## src/rtl/rps_round_referee.sv

```systemverilog
// Rock-paper-scissors round referee: takes a player move, fetches the AI move
// over a req/ack handshake, scores the round, holds a display window and stops at game over.
module rps_round_referee #(
  parameter int WIN_TARGET  = 10,
  parameter int SHOW_CYCLES = 4,
  parameter int SCORE_W     = 7
) (
  input  logic               clock,
  input  logic               reset,
  input  logic               new_game,
  input  logic               move_valid,
  input  logic [1:0]         player_move,
  output logic               ai_req,
  input  logic               ai_ack,
  input  logic [1:0]         ai_choice,
  output logic [3:0]         combination,
  output logic               combination_valid,
  output logic [1:0]         outcome,
  output logic [SCORE_W-1:0] player_score,
  output logic [SCORE_W-1:0] ai_score,
  output logic [SCORE_W-1:0] tie_count,
  output logic               busy,
  output logic               game_over,
  output logic [2:0]         state_dbg
);

  // Handshake: ai_req is a level held for the whole WAIT_AI state; ai_ack is a
  // one-cycle pulse that is only sampled while ai_req is high.
  typedef enum logic [2:0] {
    S_IDLE    = 3'd0,
    S_WAIT_AI = 3'd1,
    S_SCORE   = 3'd2,
    S_SHOW    = 3'd3,
    S_OVER    = 3'd4
  } state_t;

  localparam int CNT_W = (SHOW_CYCLES > 1) ? $clog2(SHOW_CYCLES) : 1;
  localparam logic [SCORE_W-1:0] WIN_T = SCORE_W'(WIN_TARGET);
  localparam logic [SCORE_W-1:0] SAT   = '1;

  state_t             state_q, state_d;
  logic [1:0]         player_q, player_d;
  logic [1:0]         ai_q, ai_d;
  logic [CNT_W-1:0]   cnt_q, cnt_d;
  logic [3:0]         comb_q, comb_d;
  logic               cv_q, cv_d;
  logic [1:0]         outcome_q, outcome_d;
  logic [SCORE_W-1:0] ps_q, ps_d;
  logic [SCORE_W-1:0] as_q, as_d;
  logic [SCORE_W-1:0] tc_q, tc_d;

  // (player - ai) mod 3 with both operands restricted to 0..2.
  logic [2:0] diff_w;
  logic [1:0] result_w;
  assign diff_w   = {1'b0, player_q} + 3'd3 - {1'b0, ai_q};
  assign result_w = (diff_w >= 3'd3) ? 2'(diff_w - 3'd3) : diff_w[1:0];

  always_comb begin
    state_d   = state_q;
    player_d  = player_q;
    ai_d      = ai_q;
    cnt_d     = cnt_q;
    comb_d    = comb_q;
    cv_d      = 1'b0;
    outcome_d = outcome_q;
    ps_d      = ps_q;
    as_d      = as_q;
    tc_d      = tc_q;

    case (state_q)
      S_IDLE: begin
        if (move_valid && (player_move != 2'd3)) begin
          player_d = player_move;
          state_d  = S_WAIT_AI;
        end
      end
      S_WAIT_AI: begin
        if (ai_ack) begin
          ai_d    = (ai_choice == 2'd3) ? 2'd0 : ai_choice;
          state_d = S_SCORE;
        end
      end
      S_SCORE: begin
        outcome_d = result_w;
        comb_d    = {player_q, ai_q};
        cv_d      = 1'b1;
        case (result_w)
          2'd0:    if (tc_q != SAT) tc_d = tc_q + SCORE_W'(1);
          2'd1:    if (ps_q != SAT) ps_d = ps_q + SCORE_W'(1);
          default: if (as_q != SAT) as_d = as_q + SCORE_W'(1);
        endcase
        cnt_d   = CNT_W'(SHOW_CYCLES - 1);
        state_d = S_SHOW;
      end
      S_SHOW: begin
        if (cnt_q == '0) begin
          state_d = ((ps_q >= WIN_T) || (as_q >= WIN_T)) ? S_OVER : S_IDLE;
        end else begin
          cnt_d = cnt_q - CNT_W'(1);
        end
      end
      S_OVER: begin
      end
      default: state_d = S_IDLE;
    endcase

    // Soft clear overrides any same-cycle move or ack; the last combination is kept on display.
    if (new_game) begin
      state_d   = S_IDLE;
      ps_d      = '0;
      as_d      = '0;
      tc_d      = '0;
      outcome_d = 2'd0;
      comb_d    = comb_q;
      cv_d      = 1'b0;
    end
  end

  always_ff @(posedge clock) begin
    if (reset) begin
      state_q   <= S_IDLE;
      player_q  <= 2'd0;
      ai_q      <= 2'd0;
      cnt_q     <= '0;
      comb_q    <= 4'd0;
      cv_q      <= 1'b0;
      outcome_q <= 2'd0;
      ps_q      <= '0;
      as_q      <= '0;
      tc_q      <= '0;
    end else begin
      state_q   <= state_d;
      player_q  <= player_d;
      ai_q      <= ai_d;
      cnt_q     <= cnt_d;
      comb_q    <= comb_d;
      cv_q      <= cv_d;
      outcome_q <= outcome_d;
      ps_q      <= ps_d;
      as_q      <= as_d;
      tc_q      <= tc_d;
    end
  end

  assign ai_req            = (state_q == S_WAIT_AI);
  assign busy              = (state_q != S_IDLE);
  assign game_over         = (state_q == S_OVER);
  assign combination       = comb_q;
  assign combination_valid = cv_q;
  assign outcome           = outcome_q;
  assign player_score      = ps_q;
  assign ai_score          = as_q;
  assign tie_count         = tc_q;
  assign state_dbg         = state_q;

endmodule
```

## config.mk

```make
export PLATFORM = sky130hd
export DESIGN_NAME = rps_round_referee
export DESIGN_NICKNAME = d
export VERILOG_FILES = /design/src/rtl/rps_round_referee.sv
export SDC_FILE = /design/constraint.sdc
export NUM_CORES = 1
export LEC_CHECK = 0
export ABC_AREA = 1
export BUFFER_PORTS_ARGS = -buffer_cell sky130_fd_sc_hd__buf_2
export CORE_MARGIN = 1
export CORE_UTILIZATION = 30
export DETAILED_ROUTE_END_ITERATION = 16
export HOLD_SLACK_MARGIN = 0.03
export PLACE_DENSITY = 0.61
export REMOVE_ABC_BUFFERS = 1
export SLEW_MARGIN = 20
export SYNTH_ARGS = -nofsm -noshare
export SYNTH_HDL_FRONTEND = slang
export SYNTH_SLANG_ARGS = --single-unit
```

## constraint.sdc

```tcl
create_clock -name clock -period 4.5 [get_ports clock]
set_clock_uncertainty 0.15 [all_clocks]
set_input_delay 0.675 -clock clock [delete_from_list [all_inputs] [get_ports clock]]
set_output_delay 0.675 -clock clock [all_outputs]
set_load 0.02 [all_outputs]
```

==> impl_metrics.ini, run 1 <==
[cts]
cts.path.max_buffers = 2
cts_resized = 0
post-cts-setup-buffers = 0
clk_latency_ns = 0.29
cts_hold_buf = 0
htreeDepth = 2
cts_tree = yes
clkTransAtPathRegs_ns = 0.08
clockRootBuffer = clkbuf_8
cts_sinks = 37
cts_made_buffers = 5

[synthesis]
synth_cells = 291
synthArstFlopShare_pct = 0
ys.warnings.count = 0
synth_seq_cells = 37
synth_ff_type = dfxtp_1
synth_area_um2 = 2050
synth_edf_count = 0
synth.yosys.seq_area_share_pct = 36.1
syn_area_per_cell_um2 = 7.05
synth.distinct_cells = 30

[finish]
area_growth_pct = 20.5
utilization_pct = 38.3
fillers = 694
layout_commonest_cell = nand2_1
fin_nets = 354
drive_gt1_share_pct = 20.5
diodes = 0
mostFrequentLayoutCells = nand2_1 (68), buf_2 (42), dfxtp_1 (37), nor2_1 (34), inv_1 (31)

[worst_setup_path]
worst_r2r_endpoint = tie_count[0]
end_kind = flop
critPathArrivalTime_ns = 2.55
startpoint_type = flop
r2r-start = ai_q[0]
crit_type = flop to flop
reg2regPathDepth = 12
worst-path-max-fanout = 7
reg2reg_slack_ns = 1.99
cp.required_ns = 4.54

[global_routing]
grt_first_pass_wirelength_mm = 7.62
grt_overflow = 0
grtUsageMet3_pct = 3.24
grt_usage_pct = 13.2
grt_pass1_vias = 1729
use_met1_pct = 17.4
met2_usage_pct = 21.2
antenna_found_initial = 0
grt_max_degree = 19
top_usage_layer = met2

[die]
initial_utilization_pct = 31.8
die_area_um2 = 7170
ios = 43
die_y_um = 84.7
dieWidth_um = 84.7
core_um2 = 6460
num_rows = 29

[route]
vias = 1926
routed_wl_mm = 4.64
firstDrtPassIters = 6
final_antenna_net_count = 0
first_iter_violations = 100
route.detailed.wl_per_inst_um = 11.2
drc = 0
post_drt_via_cell_ratio = 4.65

[sta]
final_max_slew_viol_count = 0
slew_headroom_pct = 62.7
fmax_ghz = 0.399
tightest_slew_ns = 0.556
setup_viol = 0
fin_crit_sh_pct = 55.7
rsz0062_at_grt = false
period_needed_ns = 2.51
hold_ws_ns = 0.308
hold_viol = 0
tns_ns = 0

[status]
status = completed

[power]
peakVddDrop_v = 0.000120
powerDensity_nw_per_um2 = 308
p_leak_nw = 1.11
finalPower_uw = 761

[placed_design]
dp_hpwl_mm = 3.44
port_buffers = 42
gp_congestion = 0.851

[hold_path]
min_from = combination[2]
hold_path_end = combination[2]
hold_class = flop to flop
hold-path-cell-count = 2

[flow_run]
maxCapViolations = 0
registers in the layout (all words and copies together) (netlist names):
name / cells
combination_valid: 1
player_q: 2
ai_q: 2
state_dbg: 3
ai_score: 7
player_score: 7
combination: 4
cnt_q: 2
outcome: 2
tie_count: 7
how the worst max path moves through the flow:
stage                       start            to  slack [ns]  depth (start not counted)
after global routing      ai_q[0]  tie_count[1]        1.77                         12
final                     ai_q[0]  tie_count[0]        1.99                         12
after detailed placement  ai_q[0]  tie_count[0]        2.00                         12
after global placement    ai_q[0]  tie_count[1]        2.07                         12
after floorplan           ai_q[0]  tie_count[0]        2.21                         12
after CTS                 ai_q[0]  tie_count[0]        1.99                         12
report_power, final:
part	leakage, nW	switching [mW]	internal, mW
Combinational	0.739	0.0589	0.0232
Clock	0.0681	0.125	0.220
Sequential	0.298	0.00310	0.330
layout make-up:
class | instances | area [um2] | share of cell area, %
inverter | 35 | 133 | 5.36
tap | 77 | 96.3 | 3.90
multi-input combinational | 215 | 1160 | 46.9
clock inverter | 3 | 65.1 | 2.63
clock buffer | 5 | 68.8 | 2.78
sequential | 37 | 741 | 30.0
timing repair buffer | 42 | 210 | 8.50
worst max-delay path, stage by stage, from the launching register on:
cell and delay [ns]:
dfxtp_1 0.35, inv_1 0.05, ha_1 0.18, fa_1 0.49
ha_1 0.26, nor2_4 0.14, nand2_1 0.10, nand2_1 0.12
nand2_2 0.13, nand3_2 0.19, clkinv_1 0.10, nor2_1 0.10
nor2_1 0.05
synthesized netlist by cell type (3+ instances only):
cell type | instances | area, um2
o21ai_1 | 5 | 25.0
nand2_1 | 68 | 255
xnor2_1 | 4 | 35.0
inv_1 | 31 | 116
xor2_1 | 4 | 35.0
nand3_1 | 30 | 150
a21oi_1 | 26 | 130
nor2_2 | 3 | 18.8
nand4_1 | 5 | 31.3
nor2_1 | 34 | 128
dfxtp_1 | 37 | 741
ha_1 | 8 | 100
a211oi_1 | 3 | 22.5
o21ai_0 | 5 | 25.0
nor2_4 | 7 | 78.8
metrics by stage:
| step | worst slack [ns] | cells | cell area (um2) |
|---|---|---|---|
| after detailed placement | 2.00 | 406 | 2340 |
| after floorplan | 2.21 | 287 | 2030 |
| after global placement | 2.07 | 406 | 2340 |
| final | 1.99 | 414 | 2470 |
| after CTS | 1.99 | 414 | 2470 |
| after global routing | 1.77 | 414 | 2470 |
metal layers:
layer / up-vias / part of all wire (%)
met5: - / 0
met2: 34 / 45
met1: 854 / 52
met4: 0 / 0.63
li1: 1034 / -
met3: 4 / 2.9
kinds of logic (layout without fill, tap and decap cells):
group           after synthesis  after routing  synth area share (%)
simple gates                157            157                  36.6
compound gates               41             41                  10.6
buf+inv                      39             85                  7.44
flops                        37             37                  36.1
fa+ha+maj                     9              9                  5.85
xor+xnor                      8              8                  3.41
(Power assumes the default switching activity.)
==> inputs of run 2 (changes only) <==
--- a/config.mk
+++ b/config.mk
@@ -11,7 +11,7 @@
 export CORE_UTILIZATION = 30
 export DETAILED_ROUTE_END_ITERATION = 16
 export HOLD_SLACK_MARGIN = 0.03
-export PLACE_DENSITY = 0.61
+export PLACE_DENSITY = 0.63
 export REMOVE_ABC_BUFFERS = 1
 export SLEW_MARGIN = 20
 export SYNTH_ARGS = -nofsm -noshare
==> constraint.sdc (replaced) <==
create_clock -name clock -period 2.15 [get_ports clock]
set_clock_uncertainty 0.15 [all_clocks]
set_input_delay 0.3225 -clock clock [delete_from_list [all_inputs] [get_ports clock]]
set_output_delay 0.3225 -clock clock [all_outputs]
set_load 0.02 [all_outputs]
==> run 2 against run 1 <==
Net effect:
- the run now ends with negative setup slack left
- via count increased by 6.4%
- power increased by 110%
- sequential power increased by 110%
- clock-buffer cell count unchanged
- register-to-register slack got worse by 2.2 ns
- hold slack got worse by 0.18 ns
- final area increased by 12%
- combinational power increased to 3.6 times the previous value
- largest cell class unchanged
==> impl_metrics.ini, run 2 (same netlist as run 1, synthesis figures left out) <==
[worst_setup_path]
r2r-start = ai_q[0]
cp.required_ns = 2.19
worst-path-max-fanout = 7
crit_type = flop to flop
startpoint_type = flop
critPathArrivalTime_ns = 2.38
reg2reg_slack_ns = -0.19
reg2regPathDepth = 12
worst_r2r_endpoint = ai_score[1]
end_kind = flop

[sta]
period_needed_ns = 2.34
final_max_slew_viol_count = 0
rsz0062_at_grt = true
fmax_ghz = 0.427
hold_viol = 0
setup_ws_ns = -0.192
slew_headroom_pct = 74.5
setup_viol = 22
hold_ws_ns = 0.131
fin_crit_sh_pct = 109
tightest_slew_ns = 0.382

[power]
powerDensity_nw_per_um2 = 584
peakVddDrop_v = 0.000242
finalPower_mw = 1.62
p_leak_nw = 1.21

[finish]
area_growth_pct = 35.1
layout_commonest_cell = nand2_1
diodes = 0
drive_gt1_share_pct = 34.3
mostFrequentLayoutCells = nand2_1 (57), buf_2 (42), dfxtp_1 (36), nor2_1 (33), inv_1 (30)
fillers = 676
fin_nets = 373

[hold_path]
hold_class = primary input to flop
hold_path_end = player_q[1]
hold-path-cell-count = 3
min_from = player_move[1]

[global_routing]
antenna_found_initial = 0
grt_max_degree = 17
grt_overflow = 0
grt_usage_pct = 14.9
use_met1_pct = 19.0
top_usage_layer = met2
met2_usage_pct = 24.0
grtUsageMet3_pct = 3.34
grt_first_pass_wirelength_mm = 8.53
grt_pass1_vias = 1969

[die]
core_um2 = 6460
die_y_um = 84.7
num_rows = 29
die_area_um2 = 7170
initial_utilization_pct = 31.8
ios = 43
dieWidth_um = 84.7

[cts]
clk_latency_ns = 0.30
htreeDepth = 2
cts_tree = yes
clockRootBuffer = clkbuf_8
clkTransAtPathRegs_ns = 0.08
cts.path.max_buffers = 2
cts_hold_buf = 0
cts_made_buffers = 5
cts_sinks = 37

[route]
vias = 2050
drc = 0
route.detailed.wl_per_inst_um = 12.0
firstDrtPassIters = 8
routed_wl_mm = 5.21
first_iter_violations = 79
post_drt_via_cell_ratio = 4.73
final_antenna_net_count = 0

[placed_design]
dp_hpwl_mm = 3.59
gp_congestion = 0.853
port_buffers = 42

[status]
status = complete, but fails checks
violations = negative setup slack

[flow_run]
maxCapViolations = 0
## run 2: report_power, final
group	internal (mW)	leakage (nW)	total, mW	switching, mW
registers	0.691	0.299	0.697	0.00612
clock network	0.347	0.0543	0.622	0.274
logic	0.124	0.861	0.299	0.175
## run 2: final cells by class
class	instances	area [um2]	share of cell area [%]
multi-input cells	215	1320	47.7
flip-flops and latches	37	742	26.8
repair buffers	61	364	13.1
inverters	35	133	4.79
well taps	77	96.3	3.48
clock buffers	5	68.8	2.48
clock inverters	3	46.3	1.67
## run 2: routing by layer
metal  vias to the layer above  share of wire (%)  wire length (um)
met5                         -                  0                 0
met3                        10                3.1               160
met4                         0                1.7                89
li1                       1065                  -                 -
met2                        36                 47              2470
met1                       939                 48              2490
## run 2: timing repair
| item | 4_1_cts | 5_1_grt |
|---|---|---|
| pin swaps | 9 | 16 |
| buffers inserted | 3 | 1 |
| endpoints found under the setup margin | 22 | 23 |
| gates resized for setup | 23 | 25 |
## run 2: per-stage QoR
| step | instance area, um2 | utilization (%) | worst slack, ns | TNS, ns | instances |
|---|---|---|---|---|---|
| final | 2770 | 42.9 | -0.192 | -2.84 | 433 |
| after global routing | 2770 | 42.9 | -0.282 | -4.98 | 433 |
| after CTS | 2670 | 41.4 | -0.0983 | -1.67 | 432 |
| after detailed placement | 2450 | 38.0 | -0.225 | -3.37 | 421 |
| after global placement | 2450 | 38.0 | -0.141 | -1.68 | 421 |
| after floorplan | 2030 | - | -0.143 | -1.46 | 287 |
## run 2: critical path, stage by stage, from the launching register on
cell and delay, ns:
dfxtp_2 0.34, inv_2 0.04, ha_4 0.14, fa_1 0.46
ha_2 0.23, nor2_4 0.17, nand2_4 0.09, nand2_4 0.08
nand3_2 0.09, nor2_4 0.25, nand2_1 0.08, nand2_1 0.06
nor2_1 0.03
## run 2: worst max path at each step
stage	from	endpoint	slack [ns]	cells after the start
after CTS	ai_q[0]	ai_score[2]	-0.1	11
after detailed placement	ai_q[0]	tie_count[0]	-0.22	12
after global routing	ai_q[0]	tie_count[4]	-0.28	11
final	ai_q[0]	ai_score[1]	-0.19	12
after floorplan	ai_q[0]	tie_count[0]	-0.14	12
after global placement	ai_q[0]	tie_count[0]	-0.14	12
==> inputs of run 3 (changes only) <==
--- a/config.mk
+++ b/config.mk
@@ -5,13 +5,12 @@
 export SDC_FILE = /design/constraint.sdc
 export NUM_CORES = 1
 export LEC_CHECK = 0
-export ABC_AREA = 1
 export BUFFER_PORTS_ARGS = -buffer_cell sky130_fd_sc_hd__buf_2
 export CORE_MARGIN = 1
-export CORE_UTILIZATION = 30
+export CORE_UTILIZATION = 48
 export DETAILED_ROUTE_END_ITERATION = 16
 export HOLD_SLACK_MARGIN = 0.03
-export PLACE_DENSITY = 0.63
+export PLACE_DENSITY = 0.87
 export REMOVE_ABC_BUFFERS = 1
 export SLEW_MARGIN = 20
 export SYNTH_ARGS = -nofsm -noshare
==> run 3 against run 2 <==
Net effect:
- the flow still finishes with violations (negative setup slack)
- cell count decreased by 22%
- via count decreased by 1.1%
- clock-buffer cell count increased by 3
- critical path depth decreased by 3
- sequential power about the same
- core utilization increased by 28 points
- synthesized cell count decreased by 23%
- combinational power decreased by 5%
- sequential cell count unchanged
- maximum frequency decreased by 9.0%
- largest power group unchanged
- highest routed layer unchanged
==> impl_metrics.ini, run 3 <==
[power]
p_leak_nw = 1.06
powerDensity_nw_per_um2 = 546
pwr-share-clk_pct = 32.2
swShare_pct = 26.6
p_int_mw = 1.06
peakVddDrop_v = 0.000333
p_seq_share_pct = 48.1
finalPower_mw = 1.44
netSwitchingPower_uw = 384
pwr-share-comb_pct = 19.7

[finish]
fin_nets = 308
drive_gt1_share_pct = 36.8
stdcell_count = 339
diodes = 0
layout_commonest_cell = buf_2
mostFrequentLayoutCells = buf_2 (42), dfxtp_1 (35), nand2_1 (19), buf_4 (19), nor2_1 (18)
area_growth_pct = 37.2

[cts]
cts_hold_buf = 0
cts.path.max_buffers = 2
htreeDepth = 2
cts_made_buffers = 5
cts_tree = yes
clockRootBuffer = clkbuf_8
cts_sinks = 37
clk_latency_ns = 0.29
clkTransAtPathRegs_ns = 0.07

[sta]
fmax_ghz = 0.388
setup_viol = 23
period_needed_ns = 2.57
rsz0062_at_grt = true
tns_ns = -7.17
tightest_slew_ns = 0.797
fin_crit_sh_pct = 120
final_max_slew_viol_count = 0
hold_viol = 0
slew_headroom_pct = 46.5
setup_ws_ns = -0.425

[hold_path]
hold_class = primary input to flop
hold_path_end = player_q[0]
min_from = player_move[0]
hold-path-cell-count = 3

[worst_setup_path]
reg2reg_slack_ns = -0.42
reg2regPathDepth = 9
worst-path-max-fanout = 5
worst_r2r_endpoint = tie_count[3]
crit_type = flop to flop
r2r-start = ai_q[0]
crit_start = ai_q[0]
cp.required_ns = 2.16
end_kind = flop
critPathArrivalTime_ns = 2.58
startpoint_type = flop

[placed_design]
dpl.cell_count = 327
port_buffers = 42
dp_slack_ns = -0.595
gp_congestion = 0.862
dp_hpwl_mm = 3.35

[die]
dieWidth_um = 65.4
core_um2 = 3740
die_area_um2 = 4270
die_y_um = 65.4
num_rows = 22
initial_utilization_pct = 51.5
ios = 43

[synthesis]
yosys.area.top_type = dfxtp_1
synth_ff_type = dfxtp_1
yosysMostFrequentCell = dfxtp_1
synth_edf_count = 0
synth_cells = 225
synth.area.top_cells = dfxtp_1 (38%), ha_1 (5.2%), a21oi_1 (4.9%)
synth.distinct_cells = 49
yosysTopAreaCellShare_pct = 38.4
syn_area_per_cell_um2 = 8.56
synth_area_um2 = 1930
ys.warnings.count = 0
synth.yosys.seq_area_share_pct = 38.4
synthTopCellsByCount = dfxtp_1 (37), a21oi_1 (19), nand2_1 (19), nor2_1 (19), o21ai_0 (10)
synthArstFlopShare_pct = 0
synth_seq_cells = 37

[route]
firstDrtPassIters = 5
first_iter_violations = 203
vias = 2028
drc = 0
post_drt_via_cell_ratio = 5.98
routed_wl_mm = 5.35
final_antenna_net_count = 0
route.detailed.wl_per_inst_um = 15.8

[global_routing]
grt_overflow = 0
grt_first_pass_wirelength_mm = 8.68
grt_pass1_vias = 1919
antenna_found_initial = 0
grt_usage_pct = 26.5
grt_max_degree = 24

[status]
violations = negative setup slack
status = complete, but fails checks

[flow_run]
maxCapViolations = 0
## run 3: changes by cell type after synthesis, moves of 7 or more
cell,before,now
nand2_1,68,19
nand3_1,30,7
inv_1,31,9
nor2_1,34,19
o31ai_1,0,8
a21oi_1,26,19
nor2_4,7,0
## run 3: final cells by class
class	instances	area, um2
tap	48	60.1
sequential	37	743
fill	306	1100
timing repair buffer	68	432
inverter	9	33.8
clock buffer	8	80.1
multi-input combinational	169	1290
## run 3: power groups by stage
stage | logic (mW) | clock network [mW] | registers [mW]
floorplan | 0.0930 | 0 | 0.713
global placement | 0.175 | 0 | 0.709
detailed placement | 0.181 | 0 | 0.709
CTS | 0.241 | 0.477 | 0.694
finish | 0.285 | 0.464 | 0.695
global route | 0.302 | 0.505 | 0.695
## run 3: metrics by stage
step           utilization [%]  area, um2  hold WS, ns
3_3_place_gp              61.8       2310        0.292
2_1_floorplan                -       1880        0.242
6_report                  70.6       2640        0.161
4_1_cts                   68.1       2550        0.148
5_1_grt                   70.6       2640        0.186
3_5_place_dp              61.8       2310        0.310
## run 3: repair_timing
action	in CTS	in global routing
pin swaps	32	10
setup endpoints to repair	23	23
buffers inserted	1	4
gates resized for setup	32	13
## run 3: layer usage
metal | up-vias | GRT usage (%) | routed length, um
li1 | 975 | - | -
met1 | 968 | 33.3 | 2300
met2 | 75 | 45.0 | 2660
met3 | 10 | 5.38 | 294
met4 | 0 | 8.42 | 88
met5 | - | 0 | 0
## run 3: logic make-up (layout without fill, tap and decap cells)
logic type      count (synthesis)  after routing  share of synthesized area, %
compound gates                 62             62                          22.2
fa+ha+maj                       9              9                          6.23
buf+inv                        19             85                          4.35
flops                          37             37                          38.4
mux                             7              7                          3.70
simple gates                   91             91                          25.1
## run 3: critical path: stages, from the launching register on
cell	delay, ns
dfxtp_2	0.34
inv_2	0.05
ha_4	0.15
fa_2	0.55
ha_4	0.22
nand2b_4	0.14
mux2_4	0.29
buf_6	0.14
o31ai_1	0.30
a21oi_1	0.11
## run 3: how the worst max path moves through the flow
stage | end | slack (ns) | cells past startpoint
2_1_floorplan | tie_count[3] | -0.75 | 8
3_3_place_gp | tie_count[3] | -0.51 | 9
3_5_place_dp | tie_count[4] | -0.59 | 9
4_1_cts | tie_count[0] | -0.38 | 9
5_1_grt | tie_count[0] | -0.47 | 9
6_report | tie_count[3] | -0.42 | 9
